--- src/rtl/cselect_adder_16_4.sv ---
// rtl/cselect_adder_16_4.sv - 16-bit carry-select adder from 4-bit ripple blocks, registered output

// Single full-adder cell used by every ripple chain
module cselect_fa_cell (
    input  logic a,
    input  logic b,
    input  logic c,
    output logic s,
    output logic co
);
    assign s  = a ^ b ^ c;
    assign co = (a & b) | (c & (a ^ b));
endmodule

// BLOCK-bit ripple-carry adder built from a chain of full-adder cells
module cselect_ripple_block #(
    parameter int BLOCK = 4
) (
    input  logic [BLOCK-1:0] a,
    input  logic [BLOCK-1:0] b,
    input  logic             cin,
    output logic [BLOCK-1:0] s,
    output logic             cout
);
    logic [BLOCK:0] c;

    assign c[0] = cin;

    genvar i;
    generate
        for (i = 0; i < BLOCK; i++) begin : g_bit
            cselect_fa_cell u_fa (
                .a  (a[i]),
                .b  (b[i]),
                .c  (c[i]),
                .s  (s[i]),
                .co (c[i+1])
            );
        end
    endgenerate

    assign cout = c[BLOCK];
endmodule

// Top: combinational carry-select core followed by a one-stage result register
module cselect_adder_16_4 #(
    parameter int WIDTH = 16,
    parameter int BLOCK = 4
) (
    input  logic             clk,
    input  logic             rst_n,
    input  logic             in_valid,
    input  logic [WIDTH-1:0] a,
    input  logic [WIDTH-1:0] b,
    output logic             out_valid,
    output logic [WIDTH-1:0] sum,
    output logic             cout
);
    localparam int NB = WIDTH / BLOCK;

    // blk_c[k] is the resolved carry into block k; blk_c[NB] is the adder carry out
    logic [NB:0]      blk_c;
    logic [WIDTH-1:0] core_sum;

    assign blk_c[0] = 1'b0;

    genvar k;
    generate
        for (k = 0; k < NB; k++) begin : g_blk
            logic [BLOCK-1:0] s0;
            logic             c0;

            // Carry-in-0 chain exists for every block; block 0 uses it directly
            cselect_ripple_block #(.BLOCK(BLOCK)) u_rc0 (
                .a    (a[k*BLOCK +: BLOCK]),
                .b    (b[k*BLOCK +: BLOCK]),
                .cin  (1'b0),
                .s    (s0),
                .cout (c0)
            );

            if (k == 0) begin : g_first
                assign core_sum[BLOCK-1:0] = s0;
                assign blk_c[1]            = c0;
            end else begin : g_sel
                logic [BLOCK-1:0] s1;
                logic             c1;

                // Speculative carry-in-1 chain, evaluated in parallel with the cin=0 chain
                cselect_ripple_block #(.BLOCK(BLOCK)) u_rc1 (
                    .a    (a[k*BLOCK +: BLOCK]),
                    .b    (b[k*BLOCK +: BLOCK]),
                    .cin  (1'b1),
                    .s    (s1),
                    .cout (c1)
                );

                // The real carry from the block below picks which speculation was right
                assign core_sum[k*BLOCK +: BLOCK] = blk_c[k] ? s1 : s0;
                assign blk_c[k+1]                 = blk_c[k] ? c1 : c0;
            end
        end
    endgenerate

    // Result register: capture on valid, hold data and drop valid otherwise
    always_ff @(posedge clk or negedge rst_n) begin
        if (!rst_n) begin
            out_valid <= 1'b0;
            sum       <= '0;
            cout      <= 1'b0;
        end else begin
            out_valid <= in_valid;
            if (in_valid) begin
                sum  <= core_sum;
                cout <= blk_c[NB];
            end
        end
    end
endmodule

--- config.mk ---
export PLATFORM = sky130hd
export DESIGN_NAME = cselect_adder_16_4
export DESIGN_NICKNAME = d
export VERILOG_FILES = /design/src/rtl/cselect_adder_16_4.sv
export SDC_FILE = /design/constraint.sdc
export NUM_CORES = 1
export LEC_CHECK = 0
export CAP_MARGIN = 20
export CORE_AREA = 2 2 54 56
export CTS_CLUSTER_DIAMETER = 40
export DETAILED_ROUTE_END_ITERATION = 10
export DIE_AREA = 0 0 56 58
export GPL_ROUTABILITY_DRIVEN = 0
export GPL_TIMING_DRIVEN = 0
export PLACE_DENSITY = 0.85
export SYNTH_ARGS = -nofsm -noshare
export SYNTH_HDL_FRONTEND = slang
export SYNTH_SLANG_ARGS = --single-unit
--- constraint.sdc ---
create_clock -name clk -period 1.9 [get_ports clk]
set_clock_uncertainty 0.1 [all_clocks]
set_input_delay 0.285 -clock clk [delete_from_list [all_inputs] [get_ports clk]]
set_output_delay 0.285 -clock clk [all_outputs]
set_load 0.005 [all_outputs]
==> results of run 1 <==
==> per-stage QoR <==
step,hold WS (ns),util (%),power (W)
6_report,0.230,69.4,0.00129
5_1_grt,0.220,69.4,0.00138
4_1_cts,0.227,68.5,0.00130
3_5_place_dp,0.401,65.1,0.00104
3_3_place_gp,0.391,65.1,0.00101
2_1_floorplan,-0.111,-,0.000729
==> worst max-delay path: cells and delay by family <==
family,cells,cell delay [ns]
fa+ha+maj,13,4.35
compound gates,3,0.26
buf+inv,3,0.22
mux,1,0.15
simple gates,1,0.13
==> cells in the mapped netlist, drive strengths merged <==
cell type | n | area [sq um]
mux2 | 12 | 176
dfrtp | 18 | 450
nand2 | 1 | 3.75
ha | 7 | 87.6
clkbuf | 1 | 13.8
mux2i | 2 | 20.0
nor2 | 5 | 18.8
buf | 1 | 11.3
inv | 14 | 52.6
xnor2 | 3 | 26.3
o21ai | 1 | 5.00
a21oi | 5 | 25.0
fa | 12 | 240
==> kinds of logic after synthesis <==
family                     count (synthesis)
and+or+nand+nor                            6
AOI/OAI and AO/OA                          6
xor gates and xnor gates                   3
adders and majority gates                 19
buffers and inverters                     16
DFF                                       18
muxes                                     14
==> layout by cell type (no fill, tap or decap), drive strengths merged, types with 3 or more instances in the layout <==
cell,netlist,routed
dfrtp,18,18
clkdlybuf4s50,0,47
inv,14,14
fa,12,12
clkbuf,1,5
xnor2,3,3
ha,7,7
buf,1,9
mux2,12,12
a21oi,5,5
nor2,5,5
==> layer usage <==
layer | wire length (um) | up-vias | share of wire, %
met4 | 19 | 0 | 0.83
met2 | 1270 | 34 | 55
met1 | 811 | 401 | 35
li1 | - | 380 | -
met3 | 199 | 2 | 8.7
met5 | 0 | - | 0
==> worst min path at each step <==
stage / end / cells past startpoint / slack, ns / start
finish: sum[0] / 3 / 0.23 / a[0]
global route: sum[0] / 3 / 0.22 / a[0]
CTS: sum[0] / 3 / 0.23 / a[0]
detailed placement: sum[0] / 1 / 0.40 / sum[0]
global placement: sum[0] / 1 / 0.39 / sum[0]
floorplan: cout / 0 / -0.11 / rst_n
==> sequential cells by signal, summed over array words and instances, names as in the netlist <==
name       cells
out_valid      1
cout           1
sum           16
==> area by class of cell <==
cell class              instances  area, sq um
fillers                       180          816
clock buffers                   4         36.3
multi-input cells              48          671
well taps                      31         38.8
inverters                      14         52.6
plain buffers                   2         25.0
repair buffers                 58          573
flip-flops and latches         18          450
==> power by group <==
part	leakage, nW	internal [W]	switching [W]	total [W]
Combinational	0.605	0.000371	0.000171	0.000542
Sequential	0.208	0.000465	0.0000488	0.000513
Clock	0.0210	0.000117	0.000118	0.000235
Total	0.834	0.000952	0.000338	0.00129
==> timing repair <==
item	CTS	global route
setup buffers	3	4
endpoints found under the setup margin	14	13
pin swaps	17	0
gates resized for setup	22	1
==> results.md, run 1 <==
- Seq/Total Area, Yosys: 39.8%
- Ordered cell list for the critical path: buf_6 > ha_4 > fa_2 > fa_2 > inv_2 > fa_2 > o21ai_2 > fa_2 > fa_2 > fa_2 > mux2i_1 > fa_2 > fa_2 > fa_2 > nor2_2 > a21oi_2 > fa_2 > fa_2 > inv_2 > fa_1 > a21oi_1
- Outcome: finished, violations left
- Mux contribution to synthesized area: 17.4%
- Setup slack of the most critical reg-to-reg path: about 1.0 ns
- Cell at the root of the clock tree: clkbuf_4
- Number of buffers on the longest clock path: 2
- All-Layer GR Usage: between 10% and 20%
- Number of cells produced by synthesis: a little over 80
- Layer with the highest usage: met2
- Clock-pin slew on the worst setup and hold paths: 0.10 ns
- Worst R2R Path Depth: 1
- Slowest cell on crit path: fa_1
- Worst reg2reg startpoint: sum[10]
- Post-synthesis instance area: 1130 sq um
- Syn Nets: 136
- Critical path's most frequent cell: fa_2
- Pre-CTS worst setup slack: -4.17 ns
- Maxcap violations: 0
- Worst-margin pin slew: 0.821 ns
- Share of final-layout standard cells stronger than drive strength 1: 31.9%
- GRT Residual Overflow: 0
- Post-DP HPWL: between 1.5 and 2 mm
- DRC violations left: 0
- Total CTS buffers: 3
- Max VDD drop: 0.600 mV
- Wire length of the first global-routing pass: 4.06 mm
- Largest family of logic cells by synthesized area: adder cells
- Number of port buffers: 52
- Area inside the core boundary: ~2700 sq um
- Clk sinks: 18
- Dpl cells: approximately 170
- Final hold violation count: 0
- Die width: 56 um
- Number of endpoints failing setup at the final stage: 13
- Diodes inserted: 0
- Vias in the first global route: 937
- Initial Utilization: about 42%
- Compound-Gate Fraction of Synth Area: 2.65%
- Synthesized-area fraction occupied by xor and xnor cells: under 10%
- Met2 capacity usage during global routing: a little under a third
- Violation count after the first detailed-route iteration: 3
- Number of warnings reported in the yosys synthesis log: 0
- Final period util: 277%
- H-tree depth: 1
- NumNets Final: 199
- Max_slew headroom: roughly 45%
- Final setup TNS: -23.53 ns
- Site Rows: 19
- Total via count after detailed routing: 817
- Setup repair after global routing missed its margin: true
- Mean instance size in the synthesized netlist: approximately 14 sq um
- Max Freq: 0.190 GHz
- Power density cells: roughly 700 nW/um^2
- GR met1 Demand/Resource: approximately 17%
- Kind of launch point of the worst setup path: primary input
- I/O pin cnt: 53
- Adder-cell share of the synthesized area: around 29%
- Met3 Usage GRT: 6.70%
- Max Transition Viols Final: 0
- Violations in the final reports: setup timing
- Library cells used by synthesis: 14
- Final wirelength: 2.30 mm
- Hold-fix buffer count after cts: 0
- CP max FO: 3
- Endpoint of the lowest-slack register-to-register path: sum[10]
- TritonCTS clock tree: done
- Worst skew pair latency: 0.29 ns
- Final critical delay including setup and external delays: 5.26 ns
- Number of nets with antenna violations after routing: 0
- Final setup margin: -3.36 ns
- WL/cell: 13.1 um
- Type of the setup path with the least slack: primary input to register
- Source of the critical timing path: b[0]
- Area of all placed cells without fillers: 1850 sq um
- Area of the die: 3250 sq um
- Number of non-filler instances in the completed layout: between 150 and 200
- Worst path max stage delay: 0.40 ns
- Signed area change from the synthesized netlist to the final layout: 63.3%
- Maximum number of pins on one net before global-route repair: 19
- Share of synthesized cell area in and, or, nand and nor gates: 1.99%
- CP required: 2.02 ns
- Vias per std cell: between 4 and 5
- Die Span Y: 58 um
- Critical path data arrival time: 5.38 ns
- First-pass DRT Iterations: 3
- Placed Area: 1730 sq um
- Leakage component of the power: 0.834 nW
- Kind of end point of the critical path: register
- Initial antenna violation count: 0
- Flip-flop and latch count after synthesis: 18
- Min-Delay Path Class: primary input to register
- Timing endpoint of the critical path: sum[15]
Power figures use the tool's default switching activity.
==> inputs of run 2 (changes only) <==
--- a/config.mk
+++ b/config.mk
@@ -13,6 +13,7 @@
 export GPL_ROUTABILITY_DRIVEN = 0
 export GPL_TIMING_DRIVEN = 0
 export PLACE_DENSITY = 0.85
+export SLEW_MARGIN = 20
 export SYNTH_ARGS = -nofsm -noshare
 export SYNTH_HDL_FRONTEND = slang
 export SYNTH_SLANG_ARGS = --single-unit
==> results of run 2 <==
No change in the layout: final DEF, timing and power equal those of run 1.
==> inputs of run 3 (changes only) <==
--- a/config.mk
+++ b/config.mk
@@ -13,7 +13,7 @@
 export GPL_ROUTABILITY_DRIVEN = 0
 export GPL_TIMING_DRIVEN = 0
 export PLACE_DENSITY = 0.85
-export SLEW_MARGIN = 20
+export RECOVER_POWER = 100
 export SYNTH_ARGS = -nofsm -noshare
 export SYNTH_HDL_FRONTEND = slang
 export SYNTH_SLANG_ARGS = --single-unit
==> results.md, run 3 (synthesis results as in run 1) <==
- Outcome: finished, violations left
- Violations in the final reports: setup timing
- Min-Delay Path Class: primary input to register
- Sw frac: 26.7%
- Final hold violation count: 0
- Number of buffers on the longest clock path: 2
- Final wirelength: 2.29 mm
- Dpl cells: 165
- Max Freq: 0.190 GHz
- Kind of end point of the critical path: register
- Worst reg2reg startpoint: sum[11]
- Die Span Y: 58 um
- Number of non-filler instances in the completed layout: 175
- Max VDD drop: 0.578 mV
- Post-DP HPWL: 1.90 mm
- Switching power summed over all nets: roughly 0.00033 W
- Cell at the root of the clock tree: clkbuf_4
- Footprint of the multi-input gates: 667 sq um
- Maxcap violations: 0
- Initial antenna violation count: 0
- H-tree depth: 1
- Number of endpoints failing setup at the final stage: 13
- Share of final-layout standard cells stronger than drive strength 1: 31.3%
- Critical path data arrival time: 5.38 ns
- DRC violations left: 0
- NumNets Final: 199
- Diodes inserted: 0
- Worst R2R Path Depth: 1
- All-Layer GR Usage: 16.3%
- Final setup margin: -3.36 ns
- CP max FO: 3
- Sequential group share of total power: 40.8%
- Die width: 56 um
- Register ranked first by flip-flop count: sum
- I/O pin cnt: 53
- Number of nets with antenna violations after routing: 0
- Clock-pin slew on the worst setup and hold paths: 0.10 ns
- Total via count after detailed routing: between 800 and 900
- Wire length of the first global-routing pass: 4.06 mm
- TritonCTS clock tree: done
- CP required: 2.02 ns
- Hold-fix buffer count after cts: 0
- GRT Residual Overflow: 0
- Max_slew headroom: between 40% and 50%
- Max Transition Viols Final: 0
- Hold Startpoint: a[0]
- Violation count after the first detailed-route iteration: 4
- FF/Latch Area: 450 sq um
- Internal power: 0.000915 W
- Layout filler cell count: 184
- Pre-CTS worst setup slack: -4.17 ns
- Vias in the first global route: 937
- Area inside the core boundary: 2660 sq um
- Logic gate share of total power: 40.4%
- Post-layout utilization of the core: 69.0%
- Power density cells: approximately 680 nW/um^2
- Top Registers: sum (16), cout (1), out_valid (1)
- Leakage component of the power: 0.831 nW
- Type of the setup path with the least slack: primary input to register
- Clk sinks: 18
- WL/cell: 13.1 um
- First-pass DRT Iterations: 3
- Setup slack of the most critical reg-to-reg path: between 1 and 1.5 ns
- Setup repair after global routing missed its margin: true
- Maximum number of pins on one net before global-route repair: 19
- Area of the die: 3250 sq um
- Top library cells by usage in the layout, fill and taps aside: 27 x clkdlybuf4s50_1, 20 x dlygate4sd3_1, 18 x dfrtp_1
- Total CTS buffers: 3
- Final critical delay including setup and external delays: 5.26 ns
- Worst Hold Depth: 3
- Leading cell type in the layout, fill and taps excluded: clkdlybuf4s50_1
- Final period util: 277%
- Share of power burned in the clock network: 18.9%
- Endpoint of the lowest-slack register-to-register path: sum[11]
- Signed area change from the synthesized netlist to the final layout: 62.4%
- Vias per std cell: 4.70
- Site Rows: 19
- Worst skew pair latency: 0.29 ns
- Flip-flop count of the largest register after layout: 16
- Number of port buffers: 52
- End of the worst hold path: sum[0]
- Kind of launch point of the worst setup path: primary input
- Worst-margin pin slew: 0.815 ns
- Initial Utilization: a little over two fifths
-- run 3: cell count changes in the layout (fill, tap and decap cells not counted), sizes merged --
cell	delta
dlygate4sd3	+20
buf	-1
clkdlybuf4s50	-20
clkbuf	+1
-- run 3: final cells by class --
class / count / share of cell area, %
Tap cell: 31 / 2.11
Buffer: 2 / 1.02
Sequential cell: 18 / 24.5
Inverter: 14 / 2.86
Multi-Input combinational cell: 48 / 36.3
Timing Repair Buffer: 58 / 31.2
Clock buffer: 4 / 1.98
-- run 3: power by group through the flow --
stage	registers, W	clock network [W]	logic (W)
final	0.000509	0.000236	0.000504
after detailed placement	0.000518	0	0.000517
after global routing	0.000519	0.000262	0.000559
after CTS	0.000515	0.000242	0.000541
after floorplan	0.000521	0	0.000208
after global placement	0.000514	0	0.000497
-- run 3: worst max-delay path by stage --
| stage | from | to | slack (ns) | cells past startpoint |
|---|---|---|---|---|
| after CTS | b[0] | sum[15] | -3.41 | 21 |
| after detailed placement | a[0] | sum[15] | -4.17 | 21 |
| after global placement | a[0] | sum[15] | -4.08 | 21 |
| after floorplan | a[0] | sum[15] | -3.46 | 20 |
| final | b[0] | sum[15] | -3.36 | 21 |
| after global routing | b[0] | sum[15] | -3.54 | 21 |
-- run 3: per-layer routing --
| metal | up-vias | share of wire (%) | routed length [um] | track usage, % |
|---|---|---|---|---|
| met4 | 0 | 0.83 | 19 | 3.40 |
| met5 | - | 0 | 0 | 0 |
| li1 | 382 | - | - | - |
| met3 | 2 | 8.8 | 201 | 6.70 |
| met1 | 405 | 35 | 801 | 17.4 |
| met2 | 34 | 55 | 1270 | 30.4 |
-- run 3: what timing repair did --
item                       4_1_cts  5_1_grt
cloned                           0        0
setup buffers                    3        4
setup endpoints to repair       14       13
pin swaps                       17        0
gates resized for setup         22        1
-- run 3: worst max-delay path, stage by stage --
cell and delay, ns:
buf_6 0.10, ha_4 0.15, fa_2 0.36, fa_2 0.36
inv_2 0.06, fa_2 0.22, o21ai_2 0.07, fa_2 0.34
fa_2 0.35, fa_2 0.36, mux2i_1 0.15, fa_2 0.35
fa_2 0.36, fa_2 0.37, nor2_2 0.13, a21oi_2 0.05
fa_2 0.37, fa_2 0.36, inv_2 0.06, fa_1 0.40
a21oi_1 0.14
-- run 3: stage by stage --
| stage | hold WS [ns] | total power, W | setup TNS, ns | instance area, sq um |
|---|---|---|---|---|
| 6_report | 0.229 | 0.00125 | -23.53 | 1840 |
| 5_1_grt | 0.220 | 0.00134 | -24.94 | 1840 |
| 4_1_cts | 0.227 | 0.00130 | -23.48 | 1820 |
| 3_5_place_dp | 0.401 | 0.00104 | -34.00 | 1730 |
| 3_3_place_gp | 0.391 | 0.00101 | -33.34 | 1730 |
| 2_1_floorplan | -0.111 | 0.000729 | -25.12 | 1170 |
